<file path="config.mk">
export PLATFORM = sky130hd
export DESIGN_NAME = gpu_bg_block_mem
export DESIGN_NICKNAME = d
export VERILOG_FILES = /design/src/rtl/gpu_bg_pkg.sv /design/src/rtl/gpu_bg_block_mem.sv
export SDC_FILE = /design/constraint.sdc
export NUM_CORES = 1
export LEC_CHECK = 0
export CAP_MARGIN = 40
export CORE_ASPECT_RATIO = 1.4
export CORE_MARGIN = 1
export CORE_UTILIZATION = 25
export CTS_BUF_LIST = sky130_fd_sc_hd__clkbuf_4
export CTS_CLUSTER_DIAMETER = 150
export DETAILED_ROUTE_END_ITERATION = 8
export GPL_TIMING_DRIVEN = 0
export HOLD_SLACK_MARGIN = 0.1
export PLACE_DENSITY = 0.55
export SLEW_MARGIN = 5
export SYNTH_ARGS = -nofsm -noshare
export SYNTH_HDL_FRONTEND = slang
export SYNTH_SLANG_ARGS = --single-unit
</file>
<file path="constraint.sdc">
create_clock -name clk -period 5.3 [get_ports clk]
set_input_delay 0.53 -clock clk [delete_from_list [all_inputs] [get_ports clk]]
set_output_delay 0.53 -clock clk [all_outputs]
set_load 0.02 [all_outputs]
</file>
<file path="src/rtl/gpu_bg_pkg.sv">
// Shared definitions for the background-block memory sequencer.
//   - bg_state_e   : sequencer state encoding
//   - BG_*         : backend pair codes carried on i_saveBGBlock
//   - BG_BEATS     : 32-bit beats per 16-pixel block
//   - next_beat()  : finds the next beat whose pixel-pair mask is nonzero
//   - beat_word()/beat_mask() : slice one beat out of a block / mask
package gpu_bg_pkg;

    typedef enum logic [2:0] {
        StIdle,
        StWrBeat,
        StRdReq,
        StRdData,
        StCommit,
        StRelease,
        StHold
    } bg_state_e;

    localparam logic [1:0] BG_NONE  = 2'b00;
    localparam logic [1:0] BG_FIRST = 2'b01;
    localparam logic [1:0] BG_NEXT  = 2'b10;
    localparam logic [1:0] BG_FLUSH = 2'b11;

    localparam int BG_BEATS = 8;

    typedef struct packed {
        logic       done;  // no further beat with a nonzero mask pair
        logic [2:0] idx;   // selected beat when done == 0
    } beat_sel_t;

    // Lowest beat index >= k whose mask pair is nonzero. k is 4 bits so that
    // "one past the last beat" (8) can be passed in and yields done.
    function automatic beat_sel_t next_beat(input logic [15:0] mask16, input logic [3:0] k);
        beat_sel_t r;
        r.done = 1'b1;
        r.idx  = 3'd0;
        // Descending scan so the lowest qualifying index is the one kept.
        for (int i = BG_BEATS - 1; i >= 0; i--) begin
            if ((4'(i) >= k) && (mask16[2*i +: 2] != 2'b00)) begin
                r.done = 1'b0;
                r.idx  = 3'(i);
            end
        end
        return r;
    endfunction

    function automatic logic [31:0] beat_word(input logic [255:0] blk, input logic [2:0] k);
        return blk[{k, 5'd0} +: 32];
    endfunction

    function automatic logic [1:0] beat_mask(input logic [15:0] mask16, input logic [2:0] k);
        return mask16[{k, 1'b0} +: 2];
    endfunction

endpackage

</file>
<file path="src/rtl/gpu_bg_block_mem.sv">
// Background-block memory sequencer between the pixel backend and the memory
// arbiter. On a pair code it writes back the finished block (masked beats only),
// reads the next block, presents it to the backend for one cycle and pulses the
// pipeline mask/state resets.
//
// Ports:
//   clk, i_nrst                     clock, async active-low reset
//   i_saveBGBlock[1:0]              pair code (none/first/next/flush)
//   i_saveAdr, i_loadAdr [14:0]     block addresses for write-back / load
//   i_exportedBGBlock[255:0]        finished block pixels
//   i_exportedMSKBGBlock[15:0]      per-pixel written flags
//   o_pausePipeline                 combinational freeze request
//   o_resetPipelinePixelStateSpike  clears the backend pair code
//   o_resetPixelMask                clears the backend mask
//   o_importBGBlockSingleClock      o_importedBGBlock valid this cycle
//   o_importedBGBlock[255:0]        loaded block buffer
//   o_flushDone                     end of a flush sequence
//   o_memReq/o_memWrite/o_memAdr/o_memWdata/o_memWmask, i_memAck
//                                   request channel, held until ack
//   i_memRdValid, i_memRdata        in-order read beats 0..7
module gpu_bg_block_mem
    import gpu_bg_pkg::*;
(
    input  logic         clk,
    input  logic         i_nrst,
    input  logic [1:0]   i_saveBGBlock,
    input  logic [14:0]  i_saveAdr,
    input  logic [14:0]  i_loadAdr,
    input  logic [255:0] i_exportedBGBlock,
    input  logic [15:0]  i_exportedMSKBGBlock,
    output logic         o_pausePipeline,
    output logic         o_resetPipelinePixelStateSpike,
    output logic         o_resetPixelMask,
    output logic         o_importBGBlockSingleClock,
    output logic [255:0] o_importedBGBlock,
    output logic         o_flushDone,
    output logic         o_memReq,
    output logic         o_memWrite,
    output logic [17:0]  o_memAdr,
    output logic [31:0]  o_memWdata,
    output logic [1:0]   o_memWmask,
    input  logic         i_memAck,
    input  logic         i_memRdValid,
    input  logic [31:0]  i_memRdata
);

    bg_state_e    state_q, state_d;
    logic [1:0]   code_q, code_d;
    logic [14:0]  save_adr_q, save_adr_d;
    logic [14:0]  load_adr_q, load_adr_d;
    logic [2:0]   beat_q, beat_d;
    logic [2:0]   rd_cnt_q, rd_cnt_d;
    logic [255:0] buf_q, buf_d;
    logic         req_q, req_d;
    logic         write_q, write_d;
    logic [17:0]  adr_q, adr_d;
    logic [31:0]  wdata_q, wdata_d;
    logic [1:0]   wmask_q, wmask_d;
    logic         mask_rst_q, mask_rst_d;
    logic         import_q, import_d;
    logic         flush_q, flush_d;
    logic         spike_q, spike_d;
    beat_sel_t    sel;

    always_comb begin
        state_d    = state_q;
        code_d     = code_q;
        save_adr_d = save_adr_q;
        load_adr_d = load_adr_q;
        beat_d     = beat_q;
        rd_cnt_d   = rd_cnt_q;
        buf_d      = buf_q;
        adr_d      = adr_q;
        wdata_d    = wdata_q;
        wmask_d    = wmask_q;
        sel        = '0;

        unique case (state_q)
            StIdle: begin
                if (i_saveBGBlock != BG_NONE) begin
                    code_d     = i_saveBGBlock;
                    save_adr_d = i_saveAdr;
                    load_adr_d = i_loadAdr;
                    sel        = next_beat(i_exportedMSKBGBlock, 4'd0);
                    // Request fields come from the live inputs: the capture
                    // registers only hold them from the next cycle on.
                    if (i_saveBGBlock == BG_FIRST) begin
                        state_d = StRdReq;
                        adr_d   = {i_loadAdr, 3'b000};
                    end else if (!sel.done) begin
                        state_d = StWrBeat;
                        beat_d  = sel.idx;
                        adr_d   = {i_saveAdr, sel.idx};
                        wdata_d = beat_word(i_exportedBGBlock, sel.idx);
                        wmask_d = beat_mask(i_exportedMSKBGBlock, sel.idx);
                    end else if (i_saveBGBlock == BG_NEXT) begin
                        state_d = StRdReq;
                        adr_d   = {i_loadAdr, 3'b000};
                    end else begin
                        state_d = StCommit;
                    end
                end
            end
            StWrBeat: begin
                if (i_memAck) begin
                    sel = next_beat(i_exportedMSKBGBlock, {1'b0, beat_q} + 4'd1);
                    if (!sel.done) begin
                        beat_d  = sel.idx;
                        adr_d   = {save_adr_q, sel.idx};
                        wdata_d = beat_word(i_exportedBGBlock, sel.idx);
                        wmask_d = beat_mask(i_exportedMSKBGBlock, sel.idx);
                    end else if (code_q == BG_NEXT) begin
                        state_d = StRdReq;
                        adr_d   = {load_adr_q, 3'b000};
                    end else begin
                        state_d = StCommit;
                    end
                end
            end
            StRdReq: begin
                if (i_memAck) begin
                    state_d  = StRdData;
                    rd_cnt_d = 3'd0;
                end
            end
            StRdData: begin
                if (i_memRdValid) begin
                    buf_d[{rd_cnt_q, 5'd0} +: 32] = i_memRdata;
                    rd_cnt_d = rd_cnt_q + 3'd1;
                    if (rd_cnt_q == 3'(BG_BEATS - 1)) begin
                        state_d = StCommit;
                    end
                end
            end
            StCommit:  state_d = StRelease;
            StRelease: state_d = StHold;
            StHold:    state_d = StIdle;
            default:   state_d = StIdle;
        endcase

        // Outputs are registered, so each is decoded from the state being entered.
        req_d      = (state_d == StWrBeat) || (state_d == StRdReq);
        write_d    = (state_d == StWrBeat);
        mask_rst_d = (state_d == StCommit);
        import_d   = (state_d == StCommit) && (code_d != BG_FLUSH);
        flush_d    = (state_d == StCommit) && (code_d == BG_FLUSH);
        spike_d    = (state_d == StRelease);
    end

    always_ff @(posedge clk or negedge i_nrst) begin
        if (!i_nrst) begin
            state_q    <= StIdle;
            code_q     <= BG_NONE;
            save_adr_q <= '0;
            load_adr_q <= '0;
            beat_q     <= '0;
            rd_cnt_q   <= '0;
            buf_q      <= '0;
            req_q      <= 1'b0;
            write_q    <= 1'b0;
            adr_q      <= '0;
            wdata_q    <= '0;
            wmask_q    <= '0;
            mask_rst_q <= 1'b0;
            import_q   <= 1'b0;
            flush_q    <= 1'b0;
            spike_q    <= 1'b0;
        end else begin
            state_q    <= state_d;
            code_q     <= code_d;
            save_adr_q <= save_adr_d;
            load_adr_q <= load_adr_d;
            beat_q     <= beat_d;
            rd_cnt_q   <= rd_cnt_d;
            buf_q      <= buf_d;
            req_q      <= req_d;
            write_q    <= write_d;
            adr_q      <= adr_d;
            wdata_q    <= wdata_d;
            wmask_q    <= wmask_d;
            mask_rst_q <= mask_rst_d;
            import_q   <= import_d;
            flush_q    <= flush_d;
            spike_q    <= spike_d;
        end
    end

    assign o_pausePipeline                = (state_q != StIdle) || (i_saveBGBlock != BG_NONE);
    assign o_resetPipelinePixelStateSpike = spike_q;
    assign o_resetPixelMask               = mask_rst_q;
    assign o_importBGBlockSingleClock     = import_q;
    assign o_importedBGBlock              = buf_q;
    assign o_flushDone                    = flush_q;
    assign o_memReq                       = req_q;
    assign o_memWrite                     = write_q;
    assign o_memAdr                       = adr_q;
    assign o_memWdata                     = wdata_q;
    assign o_memWmask                     = wmask_q;

endmodule

</file>
**Word-level counts from Yosys, hierarchy flattened**

Index checks and enable logic that the tools add are counted.

- Logic and storage cells: 150
- Register bits after elaboration: 355

- Shift-type cells: 6
- Reduce and logical (&&, ||, !) cells: 30
- Add/subtract/negate cells: 3
- Equality and inequality tests: 24
- $lt $le $gt $ge: 8
- Muxes and demuxes: 63

Operator list:

| operator | count |
|---|---|
| 256-bit by 9-bit variable part select with 32-bit output | 2 |
| 256-bit bitwise mux | 1 |
| 32-bit by 10-bit variable shift with 256-bit output (first input constant) | 1 |
| 32-bit by 10-bit variable part select with 256-bit output | 1 |
| 32-bit two-way mux | 5 |
| 18-bit two-way mux | 7 |
| 4-bit two-way mux | 20 |
| 32-bit one-hot mux with 2 select lines | 1 |
| 3-bit two-way mux | 17 |
| 18-bit one-hot mux with 2 select lines | 1 |
| 16-bit by 5-bit variable part select with 2-bit output | 2 |
| 2-bit nonzero test | 11 |
| 3-bit one-hot mux with 6 select lines | 1 |
| 3-bit by 4-bit greater-or-equal comparator with 1-bit output (first input constant) | 4 |
| 2-bit inequality test (second input constant) | 8 |
| 3-bit equality test (second input constant) | 5 |
| 2-bit two-way mux | 7 |
| 3-bit one-hot mux with 2 select lines | 2 |
| 1-bit logical AND | 10 |
| 8-bit negation with 10-bit output | 1 |
| 3-bit by 2-bit equality test with 1-bit output (second input constant) | 3 |
| 1-bit by 4-bit greater-or-equal comparator with 1-bit output (first input constant) | 2 |
| 2-bit by 4-bit greater-or-equal comparator with 1-bit output (first input constant) | 2 |
| 2-bit equality test (second input constant) | 3 |
| 14 further kinds | 17 |

**Longest topological paths before layout**

Gate-level depths: netlist (run 1).

- Word-level depth: 18
- Mapped depth: 12
- Gate-level depth less buffers: 10

**Worst setup path before layout (run 1)**

OpenSTA, ideal clock, no wires.

- Kind: input to register
- From: input port i_exportedMSKBGBlock[8]
- To: register wdata_q[0] (netlist: o_memWdata[0])
- Library setup time: 0.129 ns
- Data arrival time: 2.615 ns
- Data required time: 5.171 ns
- Stages on the path: 9
- Setup slack: 2.556 ns
- Cells stage by stage: or2_2 -> or2_2 -> a221o_1 -> o21ai_1 -> buf_4 -> buf_2 -> mux2i_1 -> nor2_1 -> a2111o_1

- Cells in the longest elaborated chain, start to end: 13
- Elaborated cells on any way between the ends: 27
- Those cells by class: 2 x eq/ne; 2 x shift; 20 x mux; 3 x reduce/logical

Ends and longest elaborated chain:

| element | line | RTL |
|---|---|---|
| from (decl) | gpu_bg_block_mem.sv:30 | `input logic [15:0] i_exportedMSKBGBlock,` |
| 2-bit nonzero test (*) | gpu_bg_pkg.sv:39 | `if ((4'(i) >= k) && (mask16[2*i +: 2] != 2'b00)) begin` |
| 4-bit two-way mux or 1-bit logical AND (tied branches) | gpu_bg_pkg.sv:39 |  |
| 4-bit two-way mux (4 in series) | gpu_bg_pkg.sv:39 |  |
| 4-bit two-way mux (on tied branches) | gpu_bg_block_mem.sv:80, gpu_bg_pkg.sv:39 |  |
| 4-bit two-way mux (on tied branches) | gpu_bg_block_mem.sv:78, gpu_bg_block_mem.sv:105 |  |
| 256-bit by 9-bit variable part select with 32-bit output or 4-bit two-way mux (tied branches) | gpu_bg_pkg.sv:48, gpu_bg_block_mem.sv:78 |  |
| 32-bit two-way mux or 256-bit by 9-bit variable part select with 32-bit output (tied branches) | gpu_bg_block_mem.sv:90, gpu_bg_pkg.sv:48 |  |
| 32-bit two-way mux (on tied branches) | gpu_bg_block_mem.sv:87, gpu_bg_block_mem.sv:107 |  |
| 32-bit two-way mux (on tied branches) | gpu_bg_block_mem.sv:80, gpu_bg_block_mem.sv:105 |  |
| 32-bit one-hot mux with 2 select lines | gpu_bg_block_mem.sv:78 | `unique case (state_q)` |
| to (signal assigned) | gpu_bg_block_mem.sv:179 | `wdata_q <= wdata_d;` |
| to (decl) | gpu_bg_block_mem.sv:57 | `logic [31:0] wdata_q, wdata_d;` |

Mark *: on every way between the ends. The rest lies on a longest branch, timed or not. The select of a mux whose other input is x is not followed.
A chain may end at the register's enable or synchronous reset.

**Worst setup path after layout (run 1)**

- From: register beat_q[0]
- To: register wdata_q[17] (netlist: o_memWdata[17])

- Cells in the longest elaborated chain, start to end: 17
- Elaborated cells on any way between the ends: 33
- Those cells by class: 1 x add/sub; 8 x order compare; 1 x eq/ne; 1 x shift; 13 x mux; 9 x reduce/logical

Ends and longest elaborated chain:

| element | line | RTL |
|---|---|---|
| from (decl) | gpu_bg_block_mem.sv:51 | `logic [2:0] beat_q, beat_d;` |
| from (signal assigned) | gpu_bg_block_mem.sv:173 | `beat_q <= beat_d;` |
| 3-bit by 1-bit adder with 4-bit output (*) | gpu_bg_block_mem.sv:106 | `sel = next_beat(i_exportedMSKBGBlock, {1'b0, beat_q} + 4'd1);` |
| 3-bit by 4-bit greater-or-equal comparator with 1-bit output | gpu_bg_pkg.sv:39 |  |
| 1-bit logical AND | gpu_bg_pkg.sv:39 |  |
| 4-bit two-way mux (7 in series) | gpu_bg_pkg.sv:39 |  |
| 4-bit two-way mux (*) | gpu_bg_pkg.sv:39 |  |
| 4-bit two-way mux (*) | gpu_bg_block_mem.sv:105 | `if (i_memAck) begin` |
| 4-bit two-way mux (*) | gpu_bg_block_mem.sv:78 |  |
| 256-bit by 9-bit variable part select with 32-bit output | gpu_bg_pkg.sv:48 | `return blk[{k, 5'd0} +: 32];` |
| 32-bit two-way mux | gpu_bg_block_mem.sv:107 | `if (!sel.done) begin` |
| 32-bit two-way mux | gpu_bg_block_mem.sv:105 |  |
| 32-bit one-hot mux with 2 select lines | gpu_bg_block_mem.sv:78 |  |

Marks and branches as above.

==> impl_metrics.env, run 1 <==
export IMPL_final_util_pct=39.5
export IMPL_r2r_start="beat_q[0]"
export IMPL_async_flop_share_pct=100
export IMPL_syn_nets=1969
export IMPL_cts_sinks=355
export IMPL_final_hold_worst_slack_ns=0.282
export IMPL_vias=15700
export IMPL_finalHoldViolations=0
export IMPL_min_period_ns=3.68
export IMPL_final_cells=3314
export IMPL_worstSetupPathType="reg2reg"
export IMPL_setup_viol=0
export IMPL_gp_congestion=0.925
export IMPL_synth_top_area_share_pct=54.1
export IMPL_cts_root_buf="clkbuf_4"
export IMPL_status="complete, no violations"
export IMPL_cp_arrival_ns=4.52
export IMPL_dpl_hpwl_mm=64.2
export IMPL_finalMaxSlewViolations=0
export IMPL_layout_drive_gt1_share_pct=12.8
export IMPL_syn_cell_area_um2=16400
export IMPL_critPathCaptureType="flop"
export IMPL_wl_per_cell_um=24.1
export IMPL_antenna_left=0
export IMPL_peakVddDrop_mv=0.295
export IMPL_yosysMostFrequentCell="nand2_1"
export IMPL_fillCellCount=6546
export IMPL_synth_edff_count=0
export IMPL_p_leak_nw=11.7
export IMPL_grt_pass1_wl_mm=113
export IMPL_synth_common_cells="nand2_1 (482), dfrtp_1 (355), mux2i_1 (137)"
export IMPL_drtIter0Drc=857
export IMPL_syn_area_per_cell_um2=10.1
export IMPL_design_area_um2=25500
export IMPL_rows=110
export IMPL_worstMarginPinSlew_ns=0.858
export IMPL_htree_levels=3
export IMPL_hp_start="i_loadAdr[6]"
export IMPL_die_h_um=305
export IMPL_die_width_um=219
export IMPL_port_buffers=653
export IMPL_pre_cts_ws_ns=1.08
export IMPL_ys_types=52
export IMPL_start_util_pct=25.4
export IMPL_skew_ns=0.0504
export IMPL_finalPower_mw=13.6
export IMPL_cts_clk_slew_worst_paths_ns=0.07
export IMPL_cts_tree="yes"
export IMPL_grt_pass1_vias=16700
export IMPL_viasPerCell=4.74
export IMPL_slew_headroom_pct=42.6
export IMPL_synth_area_leader_cell="dfrtp_1"
export IMPL_seq_area_frac_synth_pct=54.1
export IMPL_cp_max_fo=10
export IMPL_max_cap_viol_count=0
export IMPL_final_period_utilization_pct=69.5
export IMPL_io_pins=655
export IMPL_ys_seq_elements=355
export IMPL_coreArea_um2=64500
export IMPL_rsz0062_at_grt="no"
export IMPL_synth_cells=1621
export IMPL_cts_buffers=96
export IMPL_area_growth_pct=55.4
export IMPL_critPathLaunch="beat_q[0]"
export IMPL_netlist_top_cells_area="dfrtp_1 (54%), nand2_1 (11%), mux2i_1 (8.4%)"
export IMPL_antenna_found_initial=19
export IMPL_finalWirelength_mm=79.8
export IMPL_start_kind="flop"
export IMPL_powerDensity_nw_per_um2=535
export IMPL_fin_nets=2735
export IMPL_hp_class="in2reg"
export IMPL_dpl_cell_area_um2=24200
export IMPL_timing_setup_tns_ns=0
export IMPL_synth_main_ff_cell="dfrtp_1"
export IMPL_fin_ws_ns=1.62
export IMPL_insertion_delay_ns=0.89
export IMPL_drt_pass1_iter_count=5
export IMPL_grt_max_degree=90
export IMPL_crit_required_ns=6.13
export IMPL_max_freq_mhz=271
export IMPL_dieArea_um2=66700
export IMPL_clock_path_buffers=3
export IMPL_drc=0
export IMPL_grt_ovfl_total=0
export IMPL_ys_warnings_count=0
export IMPL_numPlacedInstances=3125
export IMPL_grt_usage_pct=23.7
==> final timing paths <==
path                                          endpoint  slack [ns]  depth (start not counted)
min in group asynchronous       o_importedBGBlock[245]        0.71                          3
worst max-delay path                    o_memWdata[17]        1.62                         10
worst max register to register          o_memWdata[17]        1.62                         10
worst min register to register  o_importedBGBlock[195]        0.47                          2
worst min-delay path                     load_adr_q[6]        0.28                          2
max in group asynchronous               o_memWdata[10]        3.15                          4
==> layout by cell type, fill, tap and decap left out, types with 6 or more instances in the layout <==
cell | Yosys | final
a2111o_1 | 31 | 31
a21oi_1 | 8 | 8
buf_2 | 25 | 28
buf_4 | 6 | 6
clkbuf_1 | 67 | 67
clkbuf_4 | 0 | 138
clkdlybuf4s50_1 | 0 | 652
clkinv_1 | 0 | 21
dfrtp_1 | 355 | 355
diode_2 | 0 | 13
ha_1 | 8 | 8
inv_1 | 12 | 12
mux2_2 | 112 | 112
mux2i_1 | 137 | 137
nand2_1 | 482 | 482
nand2b_1 | 19 | 19
nand3_1 | 54 | 54
nor2_1 | 81 | 81
nor4_1 | 7 | 7
o21ai_0 | 86 | 86
o221ai_1 | 15 | 15
o22ai_1 | 35 | 35
==> kinds of logic (layout without fill, tap and decap cells) <==
family          count (synthesis)  count (layout)  share of synthesized area [%]
simple gates                  681             681                           17.1
flops                         355             355                           54.1
mux                           253             253                           16.3
compound gates                209             209                           8.85
buf+inv                       113             953                           2.91
fa+ha+maj                       8               8                          0.610
xor+xnor                        2               2                          0.107
other cells                     0              13                              0
==> metal layers <==
| layer | track usage (%) | vias to the layer above | routed length (µm) |
|---|---|---|---|
| li1 | - | 7190 | - |
| met1 | 23.0 | 7591 | 27100 |
| met2 | 44.4 | 745 | 42600 |
| met3 | 5.47 | 180 | 5410 |
| met4 | 14.4 | 8 | 4650 |
| met5 | 0 | - | 52 |
==> worst max-delay path, cell delays in order, from the launching register on <==
cell,delay [ns]
dfrtp_1,0.45
ha_1,0.27
xnor2_1,0.34
o22ai_1,0.20
a41oi_1,0.43
a22oi_1,0.16
nor2_1,0.62
nand2_1,0.28
clkbuf_1,0.41
nor2_1,0.32
a2111o_1,0.13
==> power by group <==
part           switching, mW  internal, mW
Sequential             0.615          3.74
Clock                   1.25          1.30
Combinational           3.70          3.03
==> flip-flops by register name, indices dropped and copies added, names as in the netlist, 2 cells and up <==
name and count:
beat_q 3, code_q 2, load_adr_q 15, o_importedBGBlock 256
o_memAdr 18, o_memWdata 32, o_memWmask 2, rd_cnt_q 3
save_adr_q 15, state_q 3
==> timing repair <==
| action | in CTS | in global routing |
|---|---|---|
| resized for setup | 0 | 0 |
| setup buffers | 0 | 0 |
| hold endpoints to repair | 357 | 0 |
| hold buffers | 4 | 0 |
==> cell type report <==
class	instances	area [µm²]	share of cell area (%)
inverter	12	45.0	0.177
clock buffer	138	1040	4.06
tap	840	1050	4.12
timing repair buffer	668	6750	26.5
antenna	13	32.5	0.128
sequential	355	8880	34.8
clock inverter	34	213	0.834
multi-input combinational	1153	7050	27.7
buffer	101	433	1.70
No activity file was read; power rests on OpenSTA's default activity.
==> run 2: changes to the inputs <==
==> constraint.sdc (replaced) <==
create_clock -name clk -period 3.55 [get_ports clk]
set_input_delay 0.355 -clock clk [delete_from_list [all_inputs] [get_ports clk]]
set_output_delay 0.355 -clock clk [all_outputs]
set_load 0.02 [all_outputs]
==> run 2 against run 1 <==
Compared with the run above: cell area increased by 2.6%; register-to-register slack lost 1.5 ns; wire length rose by 0.45%; maximum frequency rose by 6.4%; cell count increased by 1.8%; critical path depth rose by 1; largest power group unchanged; highest routed layer unchanged.
==> impl_metrics.env, run 2 (synthesized netlist as in run 1, its figures left out) <==
export IMPL_p_leak_nw=12.0
export IMPL_cts_clk_slew_worst_paths_ns=0.06
export IMPL_drc=0
export IMPL_cts_root_buf="clkbuf_4"
export IMPL_crit_required_ns=4.32
export IMPL_powerDensity_nw_per_um2=783
export IMPL_cts_sinks=355
export IMPL_antenna_found_initial=20
export IMPL_slew_headroom_pct=37.7
export IMPL_antenna_left=0
export IMPL_drt_pass1_iter_count=5
export IMPL_rows=110
export IMPL_final_common_cell="clkdlybuf4s50_1"
export IMPL_final_period_utilization_pct=97.5
export IMPL_htree_levels=3
export IMPL_hp_class="in2reg"
export IMPL_worstMarginPinSlew_ns=0.934
export IMPL_critPathCaptureType="flop"
export IMPL_start_kind="flop"
export IMPL_grt_pass1_vias=17000
export IMPL_status="complete, no violations"
export IMPL_port_buffers=653
export IMPL_min_period_ns=3.46
export IMPL_start_util_pct=25.4
export IMPL_drtIter0Drc=811
export IMPL_cp_arrival_ns=4.23
export IMPL_worstSetupPathType="reg2reg"
export IMPL_largest_reg_flops=256
export IMPL_wl_per_cell_um=23.8
export IMPL_dieArea_um2=66700
export IMPL_rsz0062_at_grt="yes"
export IMPL_max_cap_viol_count=0
export IMPL_finalHoldViolations=0
export IMPL_insertion_delay_ns=0.89
export IMPL_clock_path_buffers=3
export IMPL_layout_drive_gt1_share_pct=13.3
export IMPL_grt_ovfl_total=0
export IMPL_cp_max_fo=10
export IMPL_skew_ns=0.0501
export IMPL_most_common_layout_cells="clkdlybuf4s50_1 (652), nand2_1 (481), dfrtp_1 (355)"
export IMPL_cts_buffers=96
export IMPL_coreArea_um2=64500
export IMPL_grt_usage_pct=23.8
export IMPL_finalWirelength_mm=80.1
export IMPL_fin_nets=2791
export IMPL_finalMaxSlewViolations=0
export IMPL_setup_viol=0
export IMPL_die_width_um=219
export IMPL_grt_max_degree=90
export IMPL_viasPerCell=4.72
export IMPL_dpl_hpwl_mm=64.2
export IMPL_final_util_pct=40.5
export IMPL_grt_pass1_wl_mm=114
export IMPL_vias=15900
export IMPL_gp_congestion=0.925
export IMPL_die_h_um=305
export IMPL_area_growth_pct=59.5
export IMPL_io_pins=655
export IMPL_peakVddDrop_mv=0.383
export IMPL_finalPower_mw=20.5
export IMPL_max_freq_mhz=289
export IMPL_fillCellCount=6488
export IMPL_cts_tree="yes"
[run 2: changes by cell type in the layout (fill, tap and decap cells not counted), sizes merged]
cell         before  now
clkbuf          205  209
diode            13   16
dlygate4sd3       4   59
buf              45   42
[run 2: repair_timing]
item | 4_1_cts | 5_1_grt
gates resized for setup | 8 | 27
hold buffers | 60 | 0
endpoints found under the hold margin | 404 | 0
endpoints found under the setup margin | 40 | 164
setup buffers | 0 | 1
[run 2: stage by stage]
stage / setup WS (ns) / instance area (µm²) / instances / TNS [ns] / hold slack (ns)
floorplan: 0.807 / 16400 / 1621 / 0 / 0.0594
global placement: -14.01 / 24000 / 3114 / -4964.64 / 0.452
detailed placement: -0.493 / 24200 / 3125 / -10.43 / 0.315
CTS: 0.00275 / 26100 / 3357 / 0 / 0.100
global route: -0.0186 / 26200 / 3369 / -0.0485 / 0.132
finish: 0.0887 / 26200 / 3373 / 0 / 0.203
[run 2: power by group]
group	internal, mW	total, mW	switching (mW)
Sequential	5.58	6.49	0.915
Combinational	4.62	10.2	5.58
Clock	1.95	3.81	1.87
[run 2: critical path, stage by stage, from the launching register on]
cell      delay, ns
dfrtp_1        0.45
ha_1           0.27
xnor2_1        0.20
o32ai_2        0.33
o21ai_1        0.13
a221o_1        0.34
o21ai_1        0.15
buf_4          0.22
clkbuf_4       0.36
mux2i_2        0.50
nor2_1         0.10
a2111o_1       0.30
[run 2: layout make-up]
class	instances	area (µm²)	share of cell area, %
Clock inverter	34	213	0.813
Inverter	12	45.0	0.172
Antenna cell	16	40.0	0.153
Multi-Input combinational cell	1153	7110	27.2
Clock buffer	138	1040	3.96
Timing Repair Buffer	725	7340	28.0
Tap cell	840	1050	4.02
Buffer	100	457	1.74
Sequential cell	355	8880	33.9
[run 2: worst paths after layout]
kind	startpoint	to	slack, ns	depth (start not counted)
min reg2reg	o_importedBGBlock[195]	o_importedBGBlock[195]	0.46	2
min	i_exportedBGBlock[243]	o_memWdata[19]	0.20	4
max in group asynchronous	i_nrst	o_memWdata[15]	2.37	4
max reg2reg	beat_q[0]	o_memWdata[20]	0.09	11
min in group asynchronous	i_nrst	o_importedBGBlock[235]	0.67	4
max	beat_q[0]	o_memWdata[20]	0.09	11
[run 2: layer usage]
metal / wire length (µm) / track usage, %
met1: 26700 / 22.9
met2: 42400 / 44.5
met3: 5740 / 5.52
met4: 5200 / 15.0
met5: 42 / 0
==> run 3: changes to the inputs <==
--- a/config.mk
+++ b/config.mk
@@ -15,7 +15,7 @@
 export GPL_TIMING_DRIVEN = 0
 export HOLD_SLACK_MARGIN = 0.1
 export PLACE_DENSITY = 0.55
-export SLEW_MARGIN = 5
+export SLEW_MARGIN = 0
 export SYNTH_ARGS = -nofsm -noshare
 export SYNTH_HDL_FRONTEND = slang
 export SYNTH_SLANG_ARGS = --single-unit
==> run 3 against run 2 <==
Compared with the run above: sequential power about the same; register-to-register slack gained 0.07 ns; critical path depth is the same; setup slack improved by 0.070 ns; total power down 0.69%; die area did not move; clock power down 2%; clock skew is 0.0086 ns lower; via count fell by 0.51%; global-route usage barely moved; cell area decreased by 1.4%.
==> impl_metrics.env, run 3 (synthesized netlist as in run 1, its figures left out) <==
export IMPL_status="complete, no violations"
export IMPL_skew_ns=0.0415
export IMPL_antenna_left=0
export IMPL_drt_pass1_iter_count=5
export IMPL_grt_pass1_wl_mm=114
export IMPL_hp_class="in2reg"
export IMPL_drc=0
export IMPL_final_common_cell="clkdlybuf4s50_1"
export IMPL_port_buffers=653
export IMPL_cp_max_fo=10
export IMPL_vias=15800
export IMPL_slew_headroom_pct=40.6
export IMPL_crit_path_max_incr_delay_ns=0.45
export IMPL_viasPerCell=4.75
export IMPL_die_h_um=305
export IMPL_largest_reg_flops=256
export IMPL_cpMaxStageDelayCell="dfrtp_1"
export IMPL_grt_pass1_vias=16800
export IMPL_final_hold_worst_slack_ns=0.193
export IMPL_finalMaxSlewViolations=0
export IMPL_htree_levels=3
export IMPL_start_kind="flop"
export IMPL_dieArea_um2=66700
export IMPL_antenna_found_initial=15
export IMPL_final_period_utilization_pct=95.5
export IMPL_max_cap_viol_count=0
export IMPL_clock_path_buffers=3
export IMPL_area_growth_pct=57.3
export IMPL_hp_start="i_loadAdr[10]"
export IMPL_powerDensity_nw_per_um2=789
export IMPL_cts_root_buf="clkbuf_4"
export IMPL_insertion_delay_ns=0.87
export IMPL_critPathCaptureType="flop"
export IMPL_cp_arrival_ns=4.11
export IMPL_cts_buffers=95
export IMPL_fin_nets=2760
export IMPL_cts_tree="yes"
export IMPL_cts_sinks=355
export IMPL_peakVddDrop_mv=0.421
export IMPL_die_width_um=219
export IMPL_finalHoldViolations=0
export IMPL_grt_usage_pct=23.7
export IMPL_r2r_start="beat_q[0]"
export IMPL_gp_congestion=0.925
export IMPL_finalPower_mw=20.4
export IMPL_drtIter0Drc=878
export IMPL_reg2reg_depth=11
export IMPL_crit_required_ns=4.27
export IMPL_rows=110
export IMPL_max_freq_mhz=295
export IMPL_fin_ws_ns=0.159
export IMPL_setup_viol=0
export IMPL_p_leak_nw=11.8
export IMPL_finalWirelength_mm=79.7
export IMPL_most_common_layout_cells="clkdlybuf4s50_1 (652), nand2_1 (481), dfrtp_1 (355)"
export IMPL_final_util_pct=40.0
export IMPL_worstSetupPathType="reg2reg"
export IMPL_cts_clk_slew_worst_paths_ns=0.07
export IMPL_grt_ovfl_total=0
export IMPL_worstPathCellList="ha_1 > xnor2_2 > o32ai_2 > o21ai_1 > a221o_1 > o21ai_1 > buf_4 > buf_4 > mux2i_2 > nor2_1 > a2111o_1"
export IMPL_pre_cts_ws_ns=-0.537
export IMPL_start_util_pct=25.4
export IMPL_io_pins=655
export IMPL_coreArea_um2=64500
export IMPL_dpl_hpwl_mm=63.9
export IMPL_fillCellCount=6520
export IMPL_grt_max_degree=114
export IMPL_wl_per_cell_um=23.9
export IMPL_worstMarginPinSlew_ns=0.891
export IMPL_post_cts_buffers=0
export IMPL_critPathLaunch="beat_q[0]"
export IMPL_layout_drive_gt1_share_pct=13.1
export IMPL_hold_depth=2
export IMPL_min_period_ns=3.39
-- run 3: power breakdown --
part           switching (mW)  internal [mW]  total, mW
combinational            5.53           4.59       10.1
clock                    1.81           1.91       3.72
sequential              0.939           5.58       6.52
-- run 3: final cells by class --
type	instances	area, µm²	share of cell area, %
antenna	12	30.0	0.116
buffer	100	450	1.75
clock buffer	136	1020	3.96
clock inverter	33	194	0.752
inverter	12	45.0	0.175
multi-input combinational	1153	7110	27.6
sequential	355	8880	34.4
tap	840	1050	4.07
timing repair buffer	695	7020	27.2
-- run 3: final timing paths --
kind	to	slack [ns]
max	o_memWdata[20]	0.16
min	load_adr_q[10]	0.19
max reg2reg	o_memWdata[20]	0.16
min reg2reg	o_importedBGBlock[134]	0.47
max in group asynchronous	o_memWdata[2]	1.40
min in group asynchronous	o_importedBGBlock[237]	0.65
-- run 3: what timing repair did --
action / in CTS / in global routing
endpoints found under the setup margin: 31 / 185
gates resized for setup: 9 / 21
hold buffers: 31 / 0
endpoints found under the hold margin: 182 / 0
-- run 3: critical path: cells and delay by family, from the launching register on --
kind,cells,cell delay [ns]
AOI/OAI and AO/OA,5,1.29
buffers and inverters,2,0.54
DFF,1,0.45
muxes,1,0.43
adders and majority gates,1,0.28
xor gates and xnor gates,1,0.18
and+or+nand+nor,1,0.08
-- run 3: metrics by stage --
step                area (µm²)  setup TNS (ns)  cells
detailed placement       24100          -11.58   3125
global route             25800        -0.00596   3336
floorplan                16400               0   1621
CTS                      25700               0   3325
finish                   25800               0   3336
global placement         24000        -4964.64   3114
-- run 3: routing by layer --
| metal | part of all wire, % | global-route usage (%) |
|---|---|---|
| met5 | 0.033 | 0 |
| met4 | 6.3 | 15.0 |
| met3 | 6.9 | 5.52 |
| met2 | 53 | 43.9 |
| met1 | 34 | 23.3 |
